--- config.mk ---
export PLATFORM = sky130hd
export DESIGN_NAME = instr_encoder_flat
export DESIGN_NICKNAME = d
export VERILOG_FILES = /design/src/rtl/instr_encoder_if.sv /design/src/rtl/instr_encoder.sv /design/src/flat_wrapper.sv
export SDC_FILE = /design/constraint.sdc
export NUM_CORES = 1
export LEC_CHECK = 0
export BUFFER_PORTS_ARGS = -buffer_cell sky130_fd_sc_hd__buf_2
export CAP_MARGIN = 15
export CELL_PAD_IN_SITES_DETAIL_PLACEMENT = 0
export CELL_PAD_IN_SITES_GLOBAL_PLACEMENT = 1
export CORE_MARGIN = 1.5
export CORE_UTILIZATION = 35
export DETAILED_ROUTE_END_ITERATION = 10
export PLACE_DENSITY_LB_ADDON = 0.1
export SLEW_MARGIN = 20
export SYNTH_ARGS = -nofsm -noshare
export SYNTH_HDL_FRONTEND = slang
export SYNTH_SLANG_ARGS = --single-unit
--- constraint.sdc ---
create_clock -name clk -period 2.8 [get_ports clk]
set_clock_uncertainty 0.15 [all_clocks]
set_input_delay 0.42 -clock clk [delete_from_list [all_inputs] [get_ports clk]]
set_output_delay 0.42 -clock clk [all_outputs]
set_load 0.005 [all_outputs]
--- src/rtl/instr_encoder_if.sv ---
// ---------------------------------------------------------------------------
// instr_encoder_if
//   Field-bundle handshake and instruction-memory write bus for instr_encoder.
//   master : field source (drives the bundle, observes the memory-side outputs)
//   slave  : the encoder itself
//
//   in_valid/in_ready : bundle handshake, accept when both are high
//   fmt, opcode, rd, rs1, rs2, funct3, funct7, imm, last : decoded fields
//   mem_we/mem_addr/mem_wdata : one-cycle write strobe, byte address, word
//   count : words written so far
//   done  : program complete (sticky)
//   err   : illegal format / misaligned B-J immediate / overflow (sticky)
// ---------------------------------------------------------------------------
interface instr_encoder_if #(
   parameter int ADDR_WIDTH = 8
);
   logic                  in_valid;
   logic                  in_ready;
   logic [2:0]            fmt;
   logic [6:0]            opcode;
   logic [4:0]            rd;
   logic [4:0]            rs1;
   logic [4:0]            rs2;
   logic [2:0]            funct3;
   logic [6:0]            funct7;
   logic [31:0]           imm;
   logic                  last;
   logic                  mem_we;
   logic [ADDR_WIDTH+1:0] mem_addr;
   logic [31:0]           mem_wdata;
   logic [ADDR_WIDTH:0]   count;
   logic                  done;
   logic                  err;

   modport master (
      output in_valid, fmt, opcode, rd, rs1, rs2, funct3, funct7, imm, last,
      input  in_ready, mem_we, mem_addr, mem_wdata, count, done, err
   );

   modport slave (
      input  in_valid, fmt, opcode, rd, rs1, rs2, funct3, funct7, imm, last,
      output in_ready, mem_we, mem_addr, mem_wdata, count, done, err
   );
endinterface

--- src/rtl/instr_encoder.sv ---
// ---------------------------------------------------------------------------
// instr_encoder
//   Sequential RV32I encoder / program loader. Each accepted field bundle is
//   packed into a 32-bit instruction word and written, one cycle later, to the
//   next consecutive instruction-memory word starting at byte address 0.
//   Loading ends on a bundle flagged last or when the memory is full; after
//   that the encoder stays in DONE until reset.
//
//   clk : clock, rising edge
//   rst : synchronous active-high reset
//   bus : instr_encoder_if.slave (handshake, fields, memory write bus, status)
// ---------------------------------------------------------------------------
module instr_encoder #(
   parameter int ADDR_WIDTH = 8
) (
   input  logic           clk,
   input  logic           rst,
   instr_encoder_if.slave bus
);
   localparam int          DEPTH = 1 << ADDR_WIDTH;
   localparam logic [31:0] NOP   = 32'h0000_0013;

   typedef enum logic [2:0] {
      FMT_I = 3'b000,
      FMT_S = 3'b001,
      FMT_B = 3'b010,
      FMT_J = 3'b011,
      FMT_U = 3'b100,
      FMT_R = 3'b101
   } fmt_e;

   typedef enum logic {
      S_LOAD,
      S_DONE
   } state_e;

   state_e                r_state;
   state_e                w_state_nxt;
   logic [ADDR_WIDTH:0]   r_wptr;
   logic                  r_we;
   logic [ADDR_WIDTH+1:0] r_addr;
   logic [31:0]           r_wdata;
   logic                  r_err;

   logic                  w_ready;
   logic                  w_accept;
   logic [ADDR_WIDTH:0]   w_wptr_nxt;
   logic                  w_full;
   logic                  w_is_shift;
   logic [31:0]           w_word;
   logic                  w_word_err;

   assign w_ready    = (r_state == S_LOAD) && !rst;
   assign w_accept   = bus.in_valid && w_ready;
   assign w_wptr_nxt = r_wptr + (ADDR_WIDTH+1)'(1);
   assign w_full     = (w_wptr_nxt == (ADDR_WIDTH+1)'(DEPTH));

   // Shift-immediate forms carry funct7 in the upper bits and a 5-bit shamt.
   assign w_is_shift = (bus.opcode == 7'b0010011) &&
                       ((bus.funct3 == 3'b001) || (bus.funct3 == 3'b101));

   // NOTE: every signal driven here gets a default first, so no path through
   // the case leaves it unassigned and no latch is inferred.
   always_comb begin
      w_word     = NOP;
      w_word_err = 1'b0;
      case (fmt_e'(bus.fmt))
         FMT_R: w_word = {bus.funct7, bus.rs2, bus.rs1, bus.funct3, bus.rd, bus.opcode};
         FMT_I: begin
            if (w_is_shift)
               w_word = {bus.funct7, bus.imm[4:0], bus.rs1, bus.funct3, bus.rd, bus.opcode};
            else
               w_word = {bus.imm[11:0], bus.rs1, bus.funct3, bus.rd, bus.opcode};
         end
         FMT_S: w_word = {bus.imm[11:5], bus.rs2, bus.rs1, bus.funct3, bus.imm[4:0], bus.opcode};
         FMT_B: begin
            w_word     = {bus.imm[12], bus.imm[10:5], bus.rs2, bus.rs1, bus.funct3,
                          bus.imm[4:1], bus.imm[11], bus.opcode};
            w_word_err = bus.imm[0];
         end
         FMT_U: w_word = {bus.imm[31:12], bus.rd, bus.opcode};
         FMT_J: begin
            w_word     = {bus.imm[20], bus.imm[10:1], bus.imm[11], bus.imm[19:12],
                          bus.rd, bus.opcode};
            w_word_err = bus.imm[0];
         end
         default: w_word_err = 1'b1;   // illegal format: slot filled with nop
      endcase
   end

   // Next-state logic: finish on the last bundle or when memory fills up.
   always_comb begin
      w_state_nxt = r_state;
      case (r_state)
         S_LOAD: if (w_accept && (bus.last || w_full)) w_state_nxt = S_DONE;
         S_DONE: w_state_nxt = S_DONE;
      endcase
   end

   // NOTE: sequential state uses non-blocking assignments so every register
   // samples pre-edge values regardless of statement order.
   always_ff @(posedge clk) begin
      if (rst) r_state <= S_LOAD;
      else     r_state <= w_state_nxt;
   end

   always_ff @(posedge clk) begin
      if (rst) begin
         r_wptr  <= '0;
         r_we    <= 1'b0;
         r_addr  <= '0;
         r_wdata <= '0;
         r_err   <= 1'b0;
      end else begin
         r_we <= w_accept;
         if (w_accept) begin
            // Address and data hold their last values while idle.
            r_addr  <= {r_wptr[ADDR_WIDTH-1:0], 2'b00};
            r_wdata <= w_word;
            r_wptr  <= w_wptr_nxt;
            r_err   <= r_err | w_word_err | (w_full & ~bus.last);
         end
      end
   end

   assign bus.in_ready  = w_ready;
   assign bus.mem_we    = r_we;
   assign bus.mem_addr  = r_addr;
   assign bus.mem_wdata = r_wdata;
   assign bus.count     = r_wptr;
   assign bus.done      = (r_state == S_DONE);
   assign bus.err       = r_err;
endmodule

--- src/flat_wrapper.sv ---
// flat-port wrapper written by rule: the top's interface ports become plain ports
module instr_encoder_flat 
#(
   parameter int ADDR_WIDTH = 8
)
  (clk, rst, bus_in_valid, bus_fmt, bus_opcode, bus_rd, bus_rs1, bus_rs2, bus_funct3, bus_funct7, bus_imm, bus_last, bus_in_ready, bus_mem_we, bus_mem_addr, bus_mem_wdata, bus_count, bus_done, bus_err);
  instr_encoder_if #(.ADDR_WIDTH(ADDR_WIDTH)) bus_i ();
  input  logic clk;
  input  logic rst;
  input wire logic [$bits(bus_i.in_valid)-1:0] bus_in_valid;
  input wire logic [$bits(bus_i.fmt)-1:0] bus_fmt;
  input wire logic [$bits(bus_i.opcode)-1:0] bus_opcode;
  input wire logic [$bits(bus_i.rd)-1:0] bus_rd;
  input wire logic [$bits(bus_i.rs1)-1:0] bus_rs1;
  input wire logic [$bits(bus_i.rs2)-1:0] bus_rs2;
  input wire logic [$bits(bus_i.funct3)-1:0] bus_funct3;
  input wire logic [$bits(bus_i.funct7)-1:0] bus_funct7;
  input wire logic [$bits(bus_i.imm)-1:0] bus_imm;
  input wire logic [$bits(bus_i.last)-1:0] bus_last;
  output wire logic [$bits(bus_i.in_ready)-1:0] bus_in_ready;
  output wire logic [$bits(bus_i.mem_we)-1:0] bus_mem_we;
  output wire logic [$bits(bus_i.mem_addr)-1:0] bus_mem_addr;
  output wire logic [$bits(bus_i.mem_wdata)-1:0] bus_mem_wdata;
  output wire logic [$bits(bus_i.count)-1:0] bus_count;
  output wire logic [$bits(bus_i.done)-1:0] bus_done;
  output wire logic [$bits(bus_i.err)-1:0] bus_err;
  assign bus_i.in_valid = bus_in_valid;
  assign bus_i.fmt = bus_fmt;
  assign bus_i.opcode = bus_opcode;
  assign bus_i.rd = bus_rd;
  assign bus_i.rs1 = bus_rs1;
  assign bus_i.rs2 = bus_rs2;
  assign bus_i.funct3 = bus_funct3;
  assign bus_i.funct7 = bus_funct7;
  assign bus_i.imm = bus_imm;
  assign bus_i.last = bus_last;
  assign bus_in_ready = bus_i.in_ready;
  assign bus_mem_we = bus_i.mem_we;
  assign bus_mem_addr = bus_i.mem_addr;
  assign bus_mem_wdata = bus_i.mem_wdata;
  assign bus_count = bus_i.count;
  assign bus_done = bus_i.done;
  assign bus_err = bus_i.err;
  instr_encoder #(.ADDR_WIDTH(ADDR_WIDTH)) u_core (.clk(clk), .rst(rst), .bus(bus_i));
endmodule
==> impl_metrics.env <==
export IMPL_outcome="finished, final reports clean"
export IMPL_slowest_delay_ns=0.52
export IMPL_vias=2942
export IMPL_clk_latency_ns=0.31
export IMPL_placementRows=31
export IMPL_synth_compound_area_share_pct=30.7
export IMPL_startpoint_type="flop"
export IMPL_yosys_area_share_adder_pct=0.932
export IMPL_final_cell_mix="buf_2, dfxtp_1, nor2_1, a21oi_1, nand2_1"
export IMPL_nFillCells=778
export IMPL_setup_violations=0
export IMPL_grt_start_max_net_pins=53
export IMPL_syn2layout_area_growth_pct=28.6
export IMPL_postSynthCellCount=343
export IMPL_synth_mux_area_fraction_pct=0.792
export IMPL_drv_slew=0
export IMPL_worst_hold_path_type="in -> reg"
export IMPL_postCtsSetupBuffers=0
export IMPL_cts_hold_buffers=0
export IMPL_yosysUniqueCellTypes=40
export IMPL_antenna_cells=0
export IMPL_wl_mm=8.22
export IMPL_synth_area_sq_mm=0.00269
export IMPL_core_sq_mm=0.00733
export IMPL_postRouteAntennaNets=0
export IMPL_cp_slowest_cell="dfxtp_1"
export IMPL_wl_per_cell_microns=14.9
export IMPL_drive_gt1_share_pct=31.6
export IMPL_overflow=0
export IMPL_die_y_microns=90.6
export IMPL_leakage_uw=0.00152
export IMPL_syn_area_per_cell_sq_um=7.83
export IMPL_hold_violations=0
export IMPL_ys_seq_elements=52
export IMPL_place_congestion=0.764
export IMPL_grt_pass1_wl_mm=13.3
export IMPL_grt_antenna_before_repair=0
export IMPL_route_detailed_drc=0
export IMPL_portBuffers=123
export IMPL_crit_chain="ha_1 -> nand3_1 -> nor3_1 -> xor2_1 -> o2111ai_1 -> o32ai_1"
export IMPL_slew_headroom_pct=42.8
export IMPL_r2r_setup_slack_ns=0.70
export IMPL_chipWidth_microns=90.6
export IMPL_final_period_utilization_pct=75.1
export IMPL_fin_crit_ns=2.10
export IMPL_clock_root_buffer="clkbuf_8"
export IMPL_peakVddDrop_mv=0.232
export IMPL_whs_path_depth=2
export IMPL_reg2reg_from="u_core.bus.count[0]"
export IMPL_hold_end="u_core.bus.mem_wdata[27]"
export IMPL_end_kind="flop"
export IMPL_htree_levels=2
export IMPL_track_usage_pct=19.7
export IMPL_viasPerCell=5.34
export IMPL_whs_ns=0.175
export IMPL_tns_ns=0
export IMPL_cts_buffers=5
export IMPL_required_ns=2.87
export IMPL_synthXorXnorAreaFrac_pct=2.61
export IMPL_dp_hpwl_mm=5.91
export IMPL_reg2regPathDepth=6
export IMPL_tightest_slew_ns=0.858
export IMPL_fmax_ghz=0.476
export IMPL_detail_route_iter0_violations=143
export IMPL_synth_warnings=0
export IMPL_path_clk_slew_ns=0.11
export IMPL_drt_pass1_iter_count=4
export IMPL_synth_top_family_by_area="compound AO/OA/AOI/OAI gates"
export IMPL_yosys_area_share_simple_pct=20.9
export IMPL_cts_resized=0
export IMPL_layout_commonest_cell="buf_2"
export IMPL_rr_endpoint="u_core.bus.err"
export IMPL_grt_pass1_vias=2677
export IMPL_crit_fanout=7
export IMPL_min_from="bus_imm[7]"
export IMPL_worst_ep_arrival_time_ns=2.17
export IMPL_cts_sinks=52
export IMPL_die_area_sq_mm=0.00821
export IMPL_yosysSeqAreaShare_pct=38.8
export IMPL_synth_async_reset_ratio_pct=0
export IMPL_start_util_pct=36.6
export IMPL_power_density_mw_per_mm2=448
export IMPL_synth_edf_count=0
export IMPL_cts_buffer_depth=2
export IMPL_crit_type="reg -> reg"
export IMPL_io_pins=126
export IMPL_nets=524
export IMPL_synth_ff_type="dfxtp_1"
export IMPL_rsz0062_at_grt="no"
export IMPL_cts_tree="built"
export IMPL_drv_cap=0
per-stage QoR:
| stage | utilization [%] | instance area [sq um] | instances | total power, uW | setup slack, ns |
|---|---|---|---|---|---|
| floorplan | - | 2690 | 344 | 984 | 0.737 |
| global placement | 45.9 | 3360 | 543 | 1120 | 0.437 |
| detailed placement | 45.9 | 3360 | 543 | 1120 | 0.384 |
| CTS | 47.1 | 3450 | 551 | 1570 | 0.675 |
| global route | 47.1 | 3450 | 551 | 1640 | 0.512 |
| finish | 47.1 | 3450 | 551 | 1550 | 0.698 |
worst max-delay path: cells and delay by family (launching register included):
family	cells	cell delay (ns)
flip-flops	1	0.52
XOR/XNOR	1	0.17
AND/OR/NAND/NOR	2	0.49
AO/OA/AOI/OAI	2	0.39
adder cells (fa/ha/maj)	1	0.30
area by class of cell:
cell class / instances / area [sq um] / share of cell area, %
multi-input cells: 257 / 1510 / 43.7
flip-flops and latches: 52 / 1040 / 30.1
repair buffers: 130 / 668 / 19.3
well taps: 99 / 124 / 3.59
clock buffers: 5 / 68.8 / 1.99
clock inverters: 3 / 22.5 / 0.652
inverters: 5 / 18.8 / 0.543
power by group:
| group | internal (uW) | total [uW] | switching, uW |
|---|---|---|---|
| Combinational | 135 | 306 | 170 |
| Clock | 180 | 442 | 262 |
| Sequential | 776 | 800 | 24.1 |
| Total | 1090 | 1550 | 457 |
kinds of logic (layout without fill, tap and decap cells):
kind of cell,after synthesis,after routing
AO/OA/AOI/OAI,119,119
XOR/XNOR,8,8
adder cells (fa/ha/maj),2,2
buffers and inverters,35,143
flip-flops,52,52
multiplexers,2,2
other,1,2
AND/OR/NAND/NOR,124,124
cell usage after synthesis, drive strengths merged, types with 2 or more instances:
library cell | number | area, sq um
and3 | 3 | 18.8
ha | 2 | 25.0
buf | 10 | 46.3
a211oi | 3 | 22.5
o21ai | 14 | 70.1
o221ai | 8 | 70.1
o21a | 2 | 15.0
nand3 | 8 | 40.0
o211ai | 4 | 30.0
xor2 | 6 | 52.6
a22oi | 26 | 195
o32ai | 3 | 26.3
a21oi | 39 | 195
o211a | 2 | 27.5
nor2b | 7 | 43.8
and2 | 4 | 25.0
a221o | 11 | 110
nand2 | 36 | 135
xnor2 | 2 | 17.5
inv | 4 | 15.0
nand3b | 2 | 15.0
clkbuf | 20 | 75.1
dfxtp | 52 | 1040
a221oi | 5 | 43.8
nor3 | 11 | 55.1
nand2b | 2 | 12.5
nor2 | 47 | 176
how the worst max path moves through the flow:
stage | from | to | slack, ns | cells after the start
floorplan | bus_opcode[2] | u_core.bus.mem_wdata[30] | 0.74 | 5
global placement | bus_opcode[2] | u_core.bus.mem_wdata[27] | 0.44 | 6
detailed placement | bus_opcode[2] | u_core.bus.mem_wdata[29] | 0.38 | 6
CTS | u_core.bus.count[0] | u_core.bus.err | 0.67 | 6
global route | u_core.bus.count[0] | u_core.bus.err | 0.51 | 6
finish | u_core.bus.count[0] | u_core.bus.err | 0.70 | 6
layer usage:
| layer | share of wire [%] | track usage (%) | wire (microns) | vias up |
|---|---|---|---|---|
| met2 | 43 | 29.9 | 3570 | 118 |
| met5 | 0 | 0 | 0 | - |
| met1 | 49 | 28.3 | 4010 | 1361 |
| met4 | 0.54 | 4.23 | 44 | 0 |
| li1 | - | - | - | 1459 |
| met3 | 7.2 | 4.46 | 595 | 4 |
registers in the layout (all words and copies together), names as in the netlist:
register,flops
u_core.bus.count,9
u_core.bus.done,1
u_core.bus.err,1
u_core.bus.mem_addr,8
u_core.bus.mem_wdata,32
u_core.bus.mem_we,1
Power figures use the tool's default switching activity.
